$ cat config.mk
export PLATFORM = sky130hd
export DESIGN_NAME = deserializer
export DESIGN_NICKNAME = d
export VERILOG_FILES = /design/src/rtl/serdes_pkg.sv /design/src/rtl/deserializer.sv
export SDC_FILE = /design/constraint.sdc
export NUM_CORES = 1
export LEC_CHECK = 0
export CAP_MARGIN = 20
export CORE_MARGIN = 3
export CORE_UTILIZATION = 58
export CTS_BUF_LIST = sky130_fd_sc_hd__clkbuf_8
export DETAILED_ROUTE_END_ITERATION = 16
export PLACE_DENSITY_LB_ADDON = 0.08
export SYNTH_ARGS = -nofsm -noshare
export SYNTH_HDL_FRONTEND = slang
export SYNTH_SLANG_ARGS = --single-unit
$ cat constraint.sdc
create_clock -name clk -period 5.3 [get_ports clk]
set_clock_uncertainty 0.15 [all_clocks]
set_input_delay 1.06 -clock clk [delete_from_list [all_inputs] [get_ports clk]]
set_output_delay 1.06 -clock clk [all_outputs]
set_load 0.01 [all_outputs]
$ cat src/rtl/serdes_pkg.sv
// Shared width/ratio derivation for the serializer and deserializer pair.
// Every helper takes the beat and word log2 widths and returns an elaboration-time constant.
package serdes_pkg;

  // Beats per word.
  function automatic int ratio(input int in_log, input int out_log);
    return 1 << (out_log - in_log);
  endfunction

  // Width of the beat index counter.
  function automatic int cnt_width(input int in_log, input int out_log);
    return out_log - in_log;
  endfunction

  // Index of the beat that completes a word.
  function automatic int max_cnt(input int in_log, input int out_log);
    return ratio(in_log, out_log) - 1;
  endfunction

endpackage

$ cat src/rtl/deserializer.sv
// LSB-first beat-to-word deserializer with a single registered output word.
// Optional packet flush (in_last/out_last) is enabled by defining DESERIALIZER_FLUSH_EN.
module deserializer
  import serdes_pkg::*;
#(
  parameter int INLOGBITS  = 3,
  parameter int OUTLOGBITS = 5
) (
  input  logic                         clk,
  input  logic                         reset,
  input  logic                         in_valid,
  output logic                         in_ready,
  input  logic [(1 << INLOGBITS)-1:0]  in_data,
`ifdef DESERIALIZER_FLUSH_EN
  input  logic                         in_last,
  output logic                         out_last,
`endif
  output logic                         out_valid,
  input  logic                         out_ready,
  output logic [(1 << OUTLOGBITS)-1:0] out_data
);

  localparam int INWIDTH  = 1 << INLOGBITS;
  localparam int OUTWIDTH = 1 << OUTLOGBITS;
  localparam int RATIO    = ratio(INLOGBITS, OUTLOGBITS);
  localparam int CNTW     = cnt_width(INLOGBITS, OUTLOGBITS);
  localparam logic [CNTW-1:0] MAXCNT = CNTW'(max_cnt(INLOGBITS, OUTLOGBITS));
  localparam int ACCW     = OUTWIDTH - INWIDTH;

  logic [CNTW-1:0]     cnt_q, cnt_d;
  logic [ACCW-1:0]     acc_q, acc_d;
  logic                out_valid_q, out_valid_d;
  logic [OUTWIDTH-1:0] out_data_q, out_data_d;
  logic [OUTWIDTH-1:0] new_word;
  logic                last_beat;
  logic                word_end;
  logic                in_fire;
  logic                out_fire;

`ifdef DESERIALIZER_FLUSH_EN
  logic out_last_q, out_last_d;
  assign last_beat = in_last;
  assign out_last  = out_last_q;
`else
  assign last_beat = 1'b0;
`endif

  // A completing beat may only enter when the output register is free or draining now.
  assign word_end  = (cnt_q == MAXCNT) || last_beat;
  assign in_ready  = !reset && (!word_end || !out_valid_q || out_ready);
  assign in_fire   = in_valid && in_ready;
  assign out_fire  = out_valid_q && out_ready;
  assign out_valid = out_valid_q;
  assign out_data  = out_data_q;

  // Lanes below cnt come from the accumulator, lane cnt is the incoming beat, lanes above are zero.
  always_comb begin
    new_word = '0;
    for (int k = 0; k < RATIO - 1; k++) begin
      if (CNTW'(k) < cnt_q) begin
        new_word[k*INWIDTH +: INWIDTH] = acc_q[k*INWIDTH +: INWIDTH];
      end else if (CNTW'(k) == cnt_q) begin
        new_word[k*INWIDTH +: INWIDTH] = in_data;
      end
    end
    if (cnt_q == MAXCNT) begin
      new_word[OUTWIDTH-1 -: INWIDTH] = in_data;
    end
  end

  always_comb begin
    // NOTE: every _d gets its hold value first so no path through this block infers a latch.
    cnt_d       = cnt_q;
    acc_d       = acc_q;
    out_valid_d = out_valid_q;
    out_data_d  = out_data_q;
`ifdef DESERIALIZER_FLUSH_EN
    out_last_d  = out_last_q;
`endif

    if (out_fire) begin
      out_valid_d = 1'b0;
    end

    if (in_fire) begin
      if (word_end) begin
        cnt_d       = '0;
        out_valid_d = 1'b1;
        out_data_d  = new_word;
`ifdef DESERIALIZER_FLUSH_EN
        out_last_d  = in_last;
`endif
      end else begin
        cnt_d = cnt_q + 1'b1;
        for (int k = 0; k < RATIO - 1; k++) begin
          if (CNTW'(k) == cnt_q) begin
            acc_d[k*INWIDTH +: INWIDTH] = in_data;
          end
        end
      end
    end
  end

  // NOTE: the accumulator is reset along with the control state so a discarded partial word
  // can never leak into a later output.
  always_ff @(posedge clk) begin
    // NOTE: non-blocking assignments so every flop samples pre-edge values of the others.
    if (reset) begin
      cnt_q       <= '0;
      acc_q       <= '0;
      out_valid_q <= 1'b0;
      out_data_q  <= '0;
`ifdef DESERIALIZER_FLUSH_EN
      out_last_q  <= 1'b0;
`endif
    end else begin
      cnt_q       <= cnt_d;
      acc_q       <= acc_d;
      out_valid_q <= out_valid_d;
      out_data_q  <= out_data_d;
`ifdef DESERIALIZER_FLUSH_EN
      out_last_q  <= out_last_d;
`endif
    end
  end

endmodule

==> results of run 1 <==
[final timing paths]
path	end	slack, ns	depth (start not counted)
setup / recovery	in_ready	1.55	5
hold reg to reg	out_data[22]	0.31	2
hold / removal	out_data[22]	0.31	2
setup reg to reg	acc_q[1]	2.89	5
[metal layers]
metal  vias up  routed length [µm]  share of wire [%]
met5         -                   0                  0
met4         0                 120                1.9
met3        19                 514                8.3
met2       104                2950                 47
met1      1042                2630                 42
li1       1036                   -                  -
[stage by stage]
step | instances | cell area, µm² | util, %
after global routing | 359 | 3200 | 77.3
after global placement | 343 | 2960 | 71.4
after CTS | 358 | 3170 | 76.6
after floorplan | 274 | 2580 | -
final | 359 | 3200 | 77.3
after detailed placement | 344 | 2970 | 71.8
[logic make-up (layout without fill, tap and decap cells)]
| logic type | count (synthesis) | count (layout) | synth area share [%] |
|---|---|---|---|
| buf+inv | 31 | 66 | 6.01 |
| compound gates | 85 | 85 | 22.1 |
| fa+ha+maj | 4 | 4 | 1.94 |
| mux | 25 | 25 | 9.70 |
| flops | 59 | 59 | 45.8 |
| simple gates | 70 | 70 | 14.5 |
[registers in the layout, indices dropped and copies added (netlist names)]
register and cells:
acc_q 24, out_valid 1, out_data 32, cnt_q 2
[synthesized netlist by cell type]
master and n:
ha_1 4, o21ai_0 14, nor3b_2 1, buf_2 7
nor2_4 1, a211oi_2 14, buf_6 2, nand3b_2 1
clkbuf_1 11, nor2b_1 2, nand2_1 11, a21boi_0 1
a211oi_1 2, inv_1 2, buf_1 4, clkinv_1 1
and2_1 8, a31oi_1 8, and4bb_2 2, and3b_1 1
nand2b_1 3, a21oi_1 35, dfxtp_1 59, nor2_1 16
buf_4 4, nand3_1 23, mux2i_1 25, a21o_1 1
o21ai_1 2, o211ai_1 8, nand4_1 1
[power breakdown]
part	internal [µW]	switching (µW)
clock network	250	168
logic	34.1	53.0
registers	453	7.23
[final cells by class]
| cell class | instances | area share, % |
|---|---|---|
| clock buffer | 12 | 5.16 |
| sequential | 59 | 36.9 |
| clock inverter | 2 | 1.09 |
| multi-input combinational | 184 | 38.8 |
| inverter | 3 | 0.352 |
| timing repair buffer | 49 | 15.7 |
| tap | 50 | 1.95 |
[worst max-delay path: cells and delay by family]
kind / cells / cell delay, ns
AND/OR/NAND/NOR: 1 / 0.05
buffers and inverters: 3 / 1.23
AO/OA/AOI/OAI: 1 / 0.20
==> flow_metrics.py, run 1 <==
metrics = {
    "worst_hold_path": {
        "hp-start": "acc_q[22]",
        "hold_path_class": "flip-flop to flip-flop",
    },
    "global_route": {
        "met3_usage_pct": 5.51,
        "grtUsageMet2_pct": 37.6,
        "top_usage_layer": "met2",
        "grt_pass1_vias": 2028,
        "grt_max_degree": 57,
        "grt_overflow": 0,
        "grt_antenna_before_repair": 0,
        "grt_util_all_layers_pct": 25.3,
        "grt_first_pass_wirelength_mm": 10.2,
        "grtUsageMet1_pct": 35.2,
    },
    "yosys": {
        "synth_largest_area_cell": "dfxtp_1",
        "syn-num-nets": 290,
        "ys_warn_count": 0,
        "ys_types": 31,
        "synth_cells": 274,
        "synthTopCellsByArea": "dfxtp_1 46%, mux2i_1 9.7%, a211oi_2 6.8%",
        "ys_seq_area_share_pct": 45.8,
        "synth-seq-cells": 59,
        "synth.top_cell.area_share_pct": 45.8,
        "netlist_area_mm2": 0.00258,
        "avgSynthCellArea_um2": 9.42,
    },
    "timing": {
        "worst_slack_ns": 1.55,
        "rsz0062_at_grt": "no",
        "slew_viol_final": 0,
        "setup_viol": 0,
        "relSlewSlack_pct": 57.4,
        "min_period_ns": 3.75,
        "tns_ns": 0,
        "whs_ns": 0.311,
        "max_freq_mhz": 266,
        "period_share_pct": 70.8,
        "worstMarginPinSlew_ns": 0.639,
        "final_hold_viol_count": 0,
    },
    "routing": {
        "ant_nets": 0,
        "vias": 2201,
        "drt_iter0_markers": 172,
        "drt_first_pass_iters": 5,
        "wirelength_mm": 6.22,
        "wl_per_cell_um": 17.3,
        "vias_per_cell": 6.13,
        "drc_errors": 0,
    },
    "critical_path": {
        "end_kind": "output port",
        "crit_top_cell": "clkdlybuf4s50_1",
        "path_class": "input port to output port",
        "slowest_stage": "clkdlybuf4s50_1",
        "cp.required_ns": 4.09,
        "slowest_delay_ns": 0.57,
        "worstReg2RegStart": "cnt_q[1]",
        "path_cells": "clkdlybuf4s50_1 > nor2b_1 > buf_4 > a21oi_1 > clkdlybuf4s50_1",
        "cp-start-kind": "input port",
        "crit_arrival_ns": 2.54,
        "crit_fanout": 19,
        "crit_start": "out_ready",
    },
    "placed_design": {
        "pre_cts_ws_ns": 1.57,
        "io_buffer_count": 45,
        "dp_hpwl_mm": 3.73,
        "place_congestion": 0.847,
    },
    "clocking": {
        "post_cts_resize_count": 0,
        "path_clk_slew_ns": 0.07,
        "cts_made_buffers": 9,
        "postCtsHoldBufs": 0,
        "cts_root_buf": "clkbuf_8",
        "htreeDepth": 3,
        "clockBufferDepth": 2,
        "cts_tree": "yes",
        "postCtsSetupBuffers": 0,
        "numClockSinks": 59,
        "clock_latency_ns": 0.33,
    },
    "power_and_ir_drop": {
        "p_leak_uw": 0.00114,
        "ir_worst_vdd_v": 0.000196,
        "finalPower_uw": 965,
        "pwr_density_cell_mw_per_mm2": 301,
    },
    "finish": {
        "regArea_mm2": 0.00118,
        "fin_nets": 322,
        "fillers": 307,
        "area_growth_pct": 24.1,
        "layout-drive-gt1-share_pct": 12.3,
        "final_cell_mix": "59 x dfxtp_1, 44 x clkdlybuf4s50_1, 35 x a21oi_1, 25 x mux2i_1, 23 x nand3_1",
        "layout_commonest_cell": "dfxtp_1",
        "multi_input_area_mm2": 0.00124,
        "n_antenna_cell": 0,
    },
    "floorplanning": {
        "initial_core_util_pct": 62.3,
        "top_level_ports": 46,
        "die_w_um": 72.7,
        "die_height_um": 72.7,
        "die-area_mm2": 0.00528,
        "num_rows": 23,
        "design.core.area_mm2": 0.00414,
    },
    "flow_run": {
        "maxCapViolations": 0,
    },
    "run_status": {
        "status": "completed",
    },
}
No activity file was read; power rests on OpenSTA's default activity.
==> inputs of run 2 (changes only) <==
--- a/config.mk
+++ b/config.mk
@@ -7,7 +7,7 @@
 export LEC_CHECK = 0
 export CAP_MARGIN = 20
 export CORE_MARGIN = 3
-export CORE_UTILIZATION = 58
+export CORE_UTILIZATION = 54
 export CTS_BUF_LIST = sky130_fd_sc_hd__clkbuf_8
 export DETAILED_ROUTE_END_ITERATION = 16
 export PLACE_DENSITY_LB_ADDON = 0.08
==> constraint.sdc (replaced) <==
create_clock -name clk -period 3.8 [get_ports clk]
set_clock_uncertainty 0.15 [all_clocks]
set_input_delay 0.76 -clock clk [delete_from_list [all_inputs] [get_ports clk]]
set_output_delay 0.76 -clock clk [all_outputs]
set_load 0.01 [all_outputs]
==> run 2 against run 1 <==
Register-to-register slack worse by 1.4 ns. Critical path depth shrank 1. Sequential cell count stayed put. Critical endpoint unchanged. Power rose by 32%. Count of clock-buffer cells in the layout unchanged. Sequential power increased by 40%. Largest power group unchanged. Wire length is 0.61% lower. Combinational power rose by 38%. Hold slack better by 0.0088 ns. Non-clock buffer count increased by 1. Sequential share of layout area up 0.45 points.
==> flow_metrics.py, run 2 (synthesized netlist as in run 1, its figures left out) <==
metrics = {
    "critical_path": {
        "end_kind": "output port",
        "cp.required_ns": 2.89,
        "crit_arrival_ns": 2.07,
        "reg2reg_depth": 5,
        "reg2reg_to": "out_data[0]",
        "r2r_setup_slack_ns": 1.45,
        "cp-start-kind": "input port",
        "worstReg2RegStart": "cnt_q[1]",
        "path_class": "input port to output port",
        "crit_fanout": 2,
    },
    "timing": {
        "setup_viol": 0,
        "period_share_pct": 78.4,
        "min_period_ns": 2.98,
        "final_hold_viol_count": 0,
        "max_freq_mhz": 336,
        "relSlewSlack_pct": 55.7,
        "worstMarginPinSlew_ns": 0.664,
        "rsz0062_at_grt": "no",
        "tns_ns": 0,
        "slew_viol_final": 0,
    },
    "routing": {
        "vias_per_cell": 5.89,
        "ant_nets": 0,
        "vias": 2139,
        "drc_errors": 0,
        "wirelength_mm": 6.18,
        "wl_per_cell_um": 17.0,
        "drt_first_pass_iters": 4,
        "drt_iter0_markers": 211,
    },
    "finish": {
        "regArea_mm2": 0.00118,
        "fin_nets": 323,
        "largest_reg_flops": 32,
        "area_growth_pct": 22.6,
        "multi_input_area_mm2": 0.00124,
        "layout.cells.non_filler": 363,
        "layout-drive-gt1-share_pct": 12.5,
        "fillers": 366,
        "layout_commonest_cell": "dfxtp_1",
        "n_antenna_cell": 0,
        "final_cell_mix": "59 x dfxtp_1, 44 x clkdlybuf4s50_1, 35 x a21oi_1, 25 x mux2i_1, 23 x nand3_1",
    },
    "worst_hold_path": {
        "hold_depth": 2,
        "hold_path_class": "flip-flop to flip-flop",
        "hp-start": "acc_q[21]",
        "hold_path_end": "out_data[21]",
    },
    "clocking": {
        "post_cts_resize_count": 0,
        "postCtsSetupBuffers": 0,
        "numClockSinks": 59,
        "htreeDepth": 3,
        "path_clk_slew_ns": 0.06,
        "clockBufferDepth": 2,
        "postCtsHoldBufs": 0,
        "clock_latency_ns": 0.33,
        "cts_made_buffers": 9,
        "cts_tree": "yes",
        "cts_root_buf": "clkbuf_8",
    },
    "power_and_ir_drop": {
        "p_leak_uw": 0.00113,
        "pwr_density_cell_mw_per_mm2": 403,
        "ir_worst_vdd_v": 0.000330,
    },
    "flow_run": {
        "maxCapViolations": 0,
    },
    "placed_design": {
        "place_congestion": 0.811,
        "dp_hpwl_mm": 3.94,
        "io_buffer_count": 45,
        "place_inst": 348,
    },
    "global_route": {
        "grt_overflow": 0,
        "grt_first_pass_wirelength_mm": 10.2,
        "grt_util_all_layers_pct": 24.2,
        "grt_max_degree": 29,
        "grt_pass1_vias": 2014,
        "grt_antenna_before_repair": 0,
    },
    "floorplanning": {
        "num_rows": 24,
        "die_w_um": 75.1,
        "die_height_um": 75.1,
        "die-area_mm2": 0.00564,
        "top_level_ports": 46,
        "design.core.area_mm2": 0.00447,
        "initial_core_util_pct": 57.7,
    },
    "run_status": {
        "status": "completed",
    },
}
-- run 2: cell count changes in the layout (fill, tap and decap cells not counted), sizes merged --
cell | previous run | this run
clkinv | 2 | 3
bufinv | 1 | 0
inv | 2 | 3
buf | 5 | 6
-- run 2: metal layers --
metal | vias up | GRT usage (%) | part of all wire, % | routed length [µm]
li1 | 1042 | - | - | -
met1 | 1021 | 34.9 | 48 | 2950
met2 | 66 | 34.5 | 45 | 2810
met3 | 10 | 5.74 | 5.4 | 333
met4 | 0 | 10.1 | 1.4 | 87
met5 | - | 0 | 0 | 0
-- run 2: cell type report --
| class | count | share of cell area [%] |
|---|---|---|
| Clock buffer | 12 | 5.22 |
| Clock inverter | 3 | 0.435 |
| Inverter | 3 | 0.356 |
| Multi-Input combinational cell | 184 | 39.3 |
| Sequential cell | 59 | 37.3 |
| Tap cell | 52 | 2.06 |
| Timing Repair Buffer | 50 | 15.3 |
-- run 2: power breakdown --
group / leakage, µW / switching (µW) / internal (µW)
Sequential: 0.000477 / 10.0 / 632
Clock: 0.0000994 / 229 / 282
Combinational: 0.000555 / 72.8 / 47.5
Total: 0.00113 / 312 / 961
-- run 2: worst max-delay path, stage by stage --
cell	delay (ns)
clkdlybuf4s50_1	0.48
nor2b_1	0.09
a21oi_1	0.17
clkdlybuf4s50_1	0.57
-- run 2: through the flow --
stage | setup slack [ns] | util, % | hold slack, ns | cell area, µm² | total power, µW
after CTS | 0.822 | 70.7 | 0.326 | 3160 | 1280
after detailed placement | 0.842 | 66.7 | 0.313 | 2980 | 774
after global placement | 0.848 | 66.7 | 0.308 | 2980 | 772
after floorplan | 1.49 | - | 0.293 | 2580 | 733
final | 0.823 | 70.7 | 0.320 | 3160 | 1270
after global routing | 0.691 | 70.7 | 0.342 | 3160 | 1320
-- run 2: worst max-delay path by stage --
stage / startpoint / to / cells past startpoint
3_5_place_dp: out_ready / in_ready / 4
3_3_place_gp: out_ready / in_ready / 4
6_report: out_ready / in_ready / 4
5_1_grt: out_ready / in_ready / 4
2_1_floorplan: out_ready / in_ready / 4
4_1_cts: out_ready / in_ready / 4
